==> config.mk <==
export PLATFORM = sky130hd
export DESIGN_NAME = uart_peripheral
export DESIGN_NICKNAME = d
export VERILOG_FILES = /design/src/rtl/uart_peripheral.sv
export SDC_FILE = /design/constraint.sdc
export NUM_CORES = 1
export LEC_CHECK = 0
export CORE_UTILIZATION = 35
export DETAILED_ROUTE_END_ITERATION = 8
export HOLD_SLACK_MARGIN = 0.06
export PLACE_DENSITY = 0.68
export RECOVER_POWER = 25
export SLEW_MARGIN = 10
export SYNTH_ARGS = -nofsm -noshare
export SYNTH_HDL_FRONTEND = slang
export SYNTH_SLANG_ARGS = --single-unit
==> constraint.sdc <==
create_clock -name clk_i -period 3.2 [get_ports clk_i]
set_input_delay 0.64 -clock clk_i [delete_from_list [all_inputs] [get_ports clk_i]]
set_output_delay 0.64 -clock clk_i [all_outputs]
set_load 0.02 [all_outputs]
==> src/rtl/uart_peripheral.sv <==
// Memory-mapped UART slave: TXD/RXD/CON registers, 8N1 serialiser/deserialiser and level IRQ.
// Define UART_LOOPBACK_EN to add CON.lb, which routes the TX line into the RX path internally.
module uart_peripheral #(
  parameter int unsigned BAUD_DIV  = 5208,
  parameter logic [31:0] BASE_ADDR = 32'h40000018
) (
  input  logic        clk_i,
  input  logic        reset_i,
  input  logic        rd_i,
  input  logic        wr_i,
  input  logic [31:0] addr_i,
  input  logic [31:0] wdata_i,
  output logic [31:0] rdata_o,
  input  logic        uart_rx_i,
  output logic        uart_tx_o,
  output logic        irqout_o
);

  localparam logic [31:0] TXD_ADDR = BASE_ADDR;
  localparam logic [31:0] RXD_ADDR = BASE_ADDR + 32'd4;
  localparam logic [31:0] CON_ADDR = BASE_ADDR + 32'd8;
  localparam logic [15:0] BIT_END  = 16'(BAUD_DIV - 1);
  localparam logic [15:0] HALF_END = 16'(BAUD_DIV / 2 - 1);

  typedef enum logic [1:0] {S_IDLE, S_START, S_DATA, S_STOP} state_e;

  logic wr_txd, wr_con, rd_rxd, rd_con;
  assign wr_txd = wr_i & (addr_i == TXD_ADDR);
  assign wr_con = wr_i & (addr_i == CON_ADDR);
  assign rd_rxd = rd_i & (addr_i == RXD_ADDR);
  assign rd_con = rd_i & (addr_i == CON_ADDR);

  logic tx_irq_en_q, rx_irq_en_q, lb;
  logic unused_wdata;

  always_ff @(posedge clk_i or posedge reset_i) begin
    if (reset_i) begin
      tx_irq_en_q <= 1'b0;
      rx_irq_en_q <= 1'b0;
    end else if (wr_con) begin
      tx_irq_en_q <= wdata_i[0];
      rx_irq_en_q <= wdata_i[1];
    end
  end

`ifdef UART_LOOPBACK_EN
  logic lb_q;
  always_ff @(posedge clk_i or posedge reset_i) begin
    if (reset_i)     lb_q <= 1'b0;
    else if (wr_con) lb_q <= wdata_i[7];
  end
  assign lb = lb_q;
  assign unused_wdata = ^{wdata_i[31:8], wdata_i[6:2]};
`else
  assign lb = 1'b0;
  assign unused_wdata = ^{wdata_i[31:8], wdata_i[7:2]};
`endif

  state_e      tx_state_q;
  logic [15:0] tx_cnt_q;
  logic [2:0]  tx_bit_q;
  logic [7:0]  tx_byte_q;
  logic        tx_line_q, tx_done_q, tx_busy;

  assign tx_busy = (tx_state_q != S_IDLE);

  always_ff @(posedge clk_i or posedge reset_i) begin
    if (reset_i) begin
      tx_state_q <= S_IDLE;
      tx_cnt_q   <= '0;
      tx_bit_q   <= '0;
      tx_byte_q  <= '0;
      tx_line_q  <= 1'b1;
      tx_done_q  <= 1'b0;
    end else begin
      if (rd_con) tx_done_q <= 1'b0;
      case (tx_state_q)
        S_IDLE: if (wr_txd) begin
          tx_byte_q  <= wdata_i[7:0];
          tx_line_q  <= 1'b0;
          tx_cnt_q   <= '0;
          tx_state_q <= S_START;
        end
        S_START: if (tx_cnt_q == BIT_END) begin
          tx_cnt_q   <= '0;
          tx_bit_q   <= '0;
          tx_line_q  <= tx_byte_q[0];
          tx_state_q <= S_DATA;
        end else tx_cnt_q <= tx_cnt_q + 16'd1;
        S_DATA: if (tx_cnt_q == BIT_END) begin
          tx_cnt_q <= '0;
          if (tx_bit_q == 3'd7) begin
            tx_line_q  <= 1'b1;
            tx_state_q <= S_STOP;
          end else begin
            tx_bit_q  <= tx_bit_q + 3'd1;
            tx_line_q <= tx_byte_q[tx_bit_q + 3'd1];
          end
        end else tx_cnt_q <= tx_cnt_q + 16'd1;
        S_STOP: if (tx_cnt_q == BIT_END) begin
          tx_cnt_q   <= '0;
          tx_done_q  <= 1'b1;
          tx_state_q <= S_IDLE;
        end else tx_cnt_q <= tx_cnt_q + 16'd1;
        default: tx_state_q <= S_IDLE;
      endcase
    end
  end

  assign uart_tx_o = lb ? 1'b1 : tx_line_q;

  logic [1:0] rx_sync_q;
  logic       rx_s;

  always_ff @(posedge clk_i or posedge reset_i) begin
    if (reset_i) rx_sync_q <= 2'b11;
    else         rx_sync_q <= {rx_sync_q[0], (lb ? tx_line_q : uart_rx_i)};
  end
  assign rx_s = rx_sync_q[1];

  state_e      rx_state_q;
  logic [15:0] rx_cnt_q;
  logic [2:0]  rx_bit_q;
  logic [7:0]  rx_shift_q, rx_byte_q;
  logic        rx_ready_q, overrun_q, frame_err_q;

  // Clears are written first so a same-cycle set from the FSM overrides them.
  always_ff @(posedge clk_i or posedge reset_i) begin
    if (reset_i) begin
      rx_state_q  <= S_IDLE;
      rx_cnt_q    <= '0;
      rx_bit_q    <= '0;
      rx_shift_q  <= '0;
      rx_byte_q   <= '0;
      rx_ready_q  <= 1'b0;
      overrun_q   <= 1'b0;
      frame_err_q <= 1'b0;
    end else begin
      if (rd_rxd) rx_ready_q <= 1'b0;
      if (rd_con) begin
        overrun_q   <= 1'b0;
        frame_err_q <= 1'b0;
      end
      case (rx_state_q)
        S_IDLE: if (!rx_s) begin
          rx_cnt_q   <= '0;
          rx_state_q <= S_START;
        end
        S_START: if (rx_cnt_q == HALF_END) begin
          rx_cnt_q   <= '0;
          rx_bit_q   <= '0;
          rx_state_q <= rx_s ? S_IDLE : S_DATA;
        end else rx_cnt_q <= rx_cnt_q + 16'd1;
        S_DATA: if (rx_cnt_q == BIT_END) begin
          rx_cnt_q   <= '0;
          rx_shift_q <= {rx_s, rx_shift_q[7:1]};
          rx_bit_q   <= rx_bit_q + 3'd1;
          if (rx_bit_q == 3'd7) rx_state_q <= S_STOP;
        end else rx_cnt_q <= rx_cnt_q + 16'd1;
        S_STOP: if (rx_cnt_q == BIT_END) begin
          rx_cnt_q   <= '0;
          rx_state_q <= S_IDLE;
          if (rx_s) begin
            rx_byte_q  <= rx_shift_q;
            rx_ready_q <= 1'b1;
            if (rx_ready_q) overrun_q <= 1'b1;
          end else begin
            frame_err_q <= 1'b1;
          end
        end else rx_cnt_q <= rx_cnt_q + 16'd1;
        default: rx_state_q <= S_IDLE;
      endcase
    end
  end

  logic irq_q;
  always_ff @(posedge clk_i or posedge reset_i) begin
    if (reset_i) irq_q <= 1'b0;
    else         irq_q <= (tx_irq_en_q & tx_done_q) | (rx_irq_en_q & rx_ready_q);
  end
  assign irqout_o = irq_q;

  logic [7:0] con_word;
  assign con_word = {lb, overrun_q, frame_err_q, tx_busy, rx_ready_q, tx_done_q,
                     rx_irq_en_q, tx_irq_en_q};

  always_comb begin
    rdata_o = '0;
    if (rd_i) begin
      if (addr_i == TXD_ADDR)      rdata_o = {24'b0, tx_byte_q};
      else if (addr_i == RXD_ADDR) rdata_o = {24'b0, rx_byte_q};
      else if (addr_i == CON_ADDR) rdata_o = {24'b0, con_word};
    end
  end

endmodule
==> results of run 1 <==
power by group through the flow:
stage | Sequential [mW] | Combinational [mW] | Clock (mW)
finish | 0.965 | 0.122 | 1.03
floorplan | 0.982 | 0.0737 | 0
global placement | 0.982 | 0.125 | 0
global route | 0.965 | 0.135 | 1.08
CTS | 0.965 | 0.128 | 1.05
detailed placement | 0.982 | 0.127 | 0
worst paths after layout:
kind,end,depth (start not counted),slack (ns)
worst max-delay path,rdata_o[4],5,0.04
worst min-delay path,rx_sync_q[1]$_DFF_PP1_,0,0.35
worst max register to register,tx_cnt_q[5]$_DFFE_PP0P_,6,0.64
worst min register to register,rx_sync_q[1]$_DFF_PP1_,0,0.35
max in group asynchronous,rx_byte_q[4]$_DFFE_PP0P_,3,0.69
min in group asynchronous,tx_cnt_q[11]$_DFFE_PP0P_,3,1.41
kinds of logic (layout without fill, tap and decap cells):
kind of cell	after synthesis	after routing
buffers and inverters	64	102
muxes	40	40
AOI/OAI and AO/OA	101	101
xor gates and xnor gates	3	3
adders and majority gates	11	11
other	1	24
and+or+nand+nor	165	165
DFF	76	76
synthesized netlist by cell type (all sizes together) (2+ instances only):
cell type / n / area share (%)
o211ai: 5 / 0.85
o31ai: 10 / 1.7
or4: 2 / 0.34
a211oi: 2 / 0.34
nand4: 8 / 1.1
buf: 31 / 5.1
a311oi: 4 / 0.79
xnor2: 3 / 0.59
inv: 17 / 1.4
nor4b: 3 / 0.93
nand2b: 3 / 0.42
o41ai: 2 / 0.57
mux4: 2 / 1.0
nor3: 14 / 1.7
nor3b: 2 / 0.34
o21ai: 33 / 3.7
and2: 6 / 0.85
dfrtp: 73 / 41
ha: 11 / 3.1
o22ai: 11 / 1.6
clkbuf: 16 / 1.4
nor2: 35 / 3.0
nor2b: 3 / 0.42
a22o: 6 / 1.2
and3: 4 / 0.57
nor4: 12 / 2.0
dfstp: 3 / 1.8
or3: 3 / 0.42
a31oi: 2 / 0.28
mux2: 30 / 7.6
o31a: 2 / 0.40
or2: 4 / 0.57
mux2i: 8 / 1.8
nand3: 19 / 2.3
a21oi: 14 / 1.6
nand2: 40 / 3.4
and4b: 2 / 0.45
sequential cells by signal, summed over array words and instances, names as in the netlist, 2 cells and up, named ones only:
register    flops
rx_bit_q        3
rx_byte_q       8
rx_cnt_q       16
rx_shift_q      8
rx_sync_q       2
tx_bit_q        3
tx_byte_q       8
tx_cnt_q       16
tx_state_q      2
layout make-up:
| class | instances | area (µm²) |
|---|---|---|
| fillers | 1153 | 6770 |
| multi-input cells | 344 | 2260 |
| flip-flops and latches | 76 | 1910 |
| repair buffers | 70 | 646 |
| clock buffers | 11 | 253 |
| well taps | 168 | 210 |
| inverters | 17 | 63.8 |
| clock inverters | 4 | 48.8 |
metrics by stage:
step                utilization (%)  worst slack [ns]
floorplan                         -             0.441
global placement               42.0            -0.265
detailed placement             42.0            -0.369
CTS                            44.5            0.0145
global route                   44.3            0.0181
finish                         44.3            0.0419
routing by layer:
layer,part of all wire (%),vias up
met2,49,113
met4,1.3,0
met1,44,1760
met5,0,-
li1,-,1743
met3,5.7,11
timing repair:
item | CTS | global route
pin swaps | 0 | 0
gates resized for setup | 10 | 4
endpoints found under the setup margin | 8 | 2
hold endpoints to repair | 0 | 0
cloned | 0 | 0
==> results.md, run 1 <==
* Mapped Area at approximately 0.0044 mm²
* Final #Nets at around 600
* Most common cell after layout, fill and taps aside: sky130_fd_sc_hd__dfrtp_1
* Delay of the slowest cell on the worst path at about 0.78 ns
* Gp weighted congestion at ~0.86
* Total I/O pin count at 103
* Post-synthesis compound-gate area fraction at 15.0%
* Number of cell rows at 40
* Number of buffers added by the clock tree synthesis step at 9
* Adder and majority cell fraction of the synthesized area at roughly 3.1%
* Total power divided by cell area at between 300 and 400 mW/mm²
* Global routing usage summed across all routing layers at between 10% and 20%
* Vertical die dimension at roughly 110 µm
* Net switching fraction of the power at approximately a fifth
* Via count of the first global-routing pass at around 3500
* Post-route worst hold slack at roughly 0.35 ns
* Number of endpoints with negative hold slack in the final report at 0
* Count of placed standard cells in the final layout, fillers left out at 690
* Syn_area_per_cell at ~9.6 µm²
* Routing usage on met3 at under 10%
* Violated checks: capacitance limit, slew limit
* Mux share of post-synthesis cell area at 10.5%
* Sum of overflow across all layers after global routing at 0
* Clock Tree Buf Depth at 2
* Clock Pin Slew Worst Setup and Hold Paths at 0.06 ns
* Most Used Layer, Global Route: met2
* Final Max Slew Viols at 77
* Number of detailed-routing iterations run before antenna repair at 4
* Placed Area at ~0.0051 mm²
* Highest ir drop seen on vdd at roughly 0.00036 V
* Final worst clock skew at roughly 0.0066 ns
* TritonCTS sink count at 76
* Fmax at 317 MHz
* Crit. End Element: output port
* Share of layout cells above drive strength 1 at 15.1%
* Share of flip-flops with an asynchronous set or reset after synthesis at between 90% and 100%
* Initial cell density of the core at 36.4%
* Maximum number of pins on one net before global-route repair at just under 80
* Initial DRC count at between 150 and 200
* Initial antenna violation count at 0
* Count of flip-flops with a built-in enable after synthesis at 0
* Slew at the pin closest to its max-slew limit at roughly 1.8 ns
* TritonCTS clock tree: built
* Register share of total power at a little under half
* Total wire length after detailed routing at between 9 and 10 mm
* Die Footprint at around 0.013 mm²
* Reported net switching power at approximately 0.45 mW
* Number of buffers inserted to repair setup after CTS at 0
* Register area share after synthesis at between 40% and 50%
* Drt via density at ~5.3
* Max-capacitance violation count at 1
* Hold Crit Class: reg2reg
* Critical path cell sequence: clkdlybuf4s50_1 -> or4b_2 -> o22a_1 -> nor2_1 -> clkdlybuf4s15_1
* Syn Inst Count at roughly 460
* P_leak at roughly 2.3 nW
* Non-Filler Cell Area, Final at approximately 0.0054 mm²
* Width of the die at roughly 110 µm
* Unrepaired setup endpoints after global routing: no
* Worst slew margin relative to its limit at -23.1%
* DR DRC count at 0
* Delay-heaviest family, CP: simple AND/OR/NAND/NOR gates
* Clock network fraction of total power at roughly half
* Number of vias in the routed layout at 3627
* Worst-path cell with the longest stage delay: sky130_fd_sc_hd__or4b_2
* Design Power at between 2 and 2.5 mW
* Commonest cells after routing, fill and taps aside: sky130_fd_sc_hd__dfrtp_1 (73), sky130_fd_sc_hd__clkdlybuf4s50_1 (44), sky130_fd_sc_hd__nand2_1 (40)
* DRT antenna net count at 0
* Area growth from synthesis to layout at 21.8%
* Min-Delay Startpoint: rx_sync_q[0]$_DFF_PP1_
* Met1 usage in global routing at between 10% and 20%
* Bufs and invs on worst path at 2
* Required time of the critical path at around 2.6 ns
* Startpoint of the worst register-to-register path: tx_cnt_q[0]$_DFFE_PP0P_
* Ant. Diodes at 0
* CP startpoint: addr_i[4]
* Crit path time final at ~3.2 ns
* CP Launch Type: input port
* Worst setup path category: in2out
* Source-to-sink clock delay at the later pin of the worst-skew pair at 0.33 ns
* Placed Cells at around 680
* Met2 layer usage reported by global route at between 20% and 30%
* Crit path DAT at 2.52 ns
* Period utilization at between 90% and 100%
* Area of the core at 0.0122 mm²
* Ys Warns at 0
* CTS Hold Buffers Added at 0
* Internal power contribution at roughly 1.7 mW
* Sum of negative setup slack at 0 ns
* Port Buf Inserts at between 50 and 60
* Number of flip-flops and latches in the synthesized netlist at 76
* Post-Synth XOR/XNOR Area at less than 1%
* Status: finished, violations left
* HPWL reported at the end of detailed placement at a little under 7 mm
* Predominant post-synthesis flop cell: sky130_fd_sc_hd__dfrtp_1
* Combinational share of power at between 5 and 6%
* CTS H-tree depth at 3
* Global-route wire length before repair at between 15 and 20 mm
* Combinational family with the most area after synthesis: simple AND/OR/NAND/NOR gates
* DR WL/cell at between 10 and 15 µm
* Area share of and/or/nand/nor cells after synthesis at 19.8%
* Count of distinct cell types in the synthesized netlist at 63
* Top fanout value on the critical path at 5
* Final setup fails at 0
* CTS Root Cell: sky130_fd_sc_hd__clkbuf_16
No activity file was read; power rests on OpenSTA's default activity.
==> run 2, diff against run 1 <==
--- a/config.mk
+++ b/config.mk
@@ -10,7 +10,6 @@
 export HOLD_SLACK_MARGIN = 0.06
 export PLACE_DENSITY = 0.68
 export RECOVER_POWER = 25
-export SLEW_MARGIN = 10
 export SYNTH_ARGS = -nofsm -noshare
 export SYNTH_HDL_FRONTEND = slang
 export SYNTH_SLANG_ARGS = --single-unit
==> results of run 2 <==
No change in the layout: final DEF, timing and power equal those of run 1.
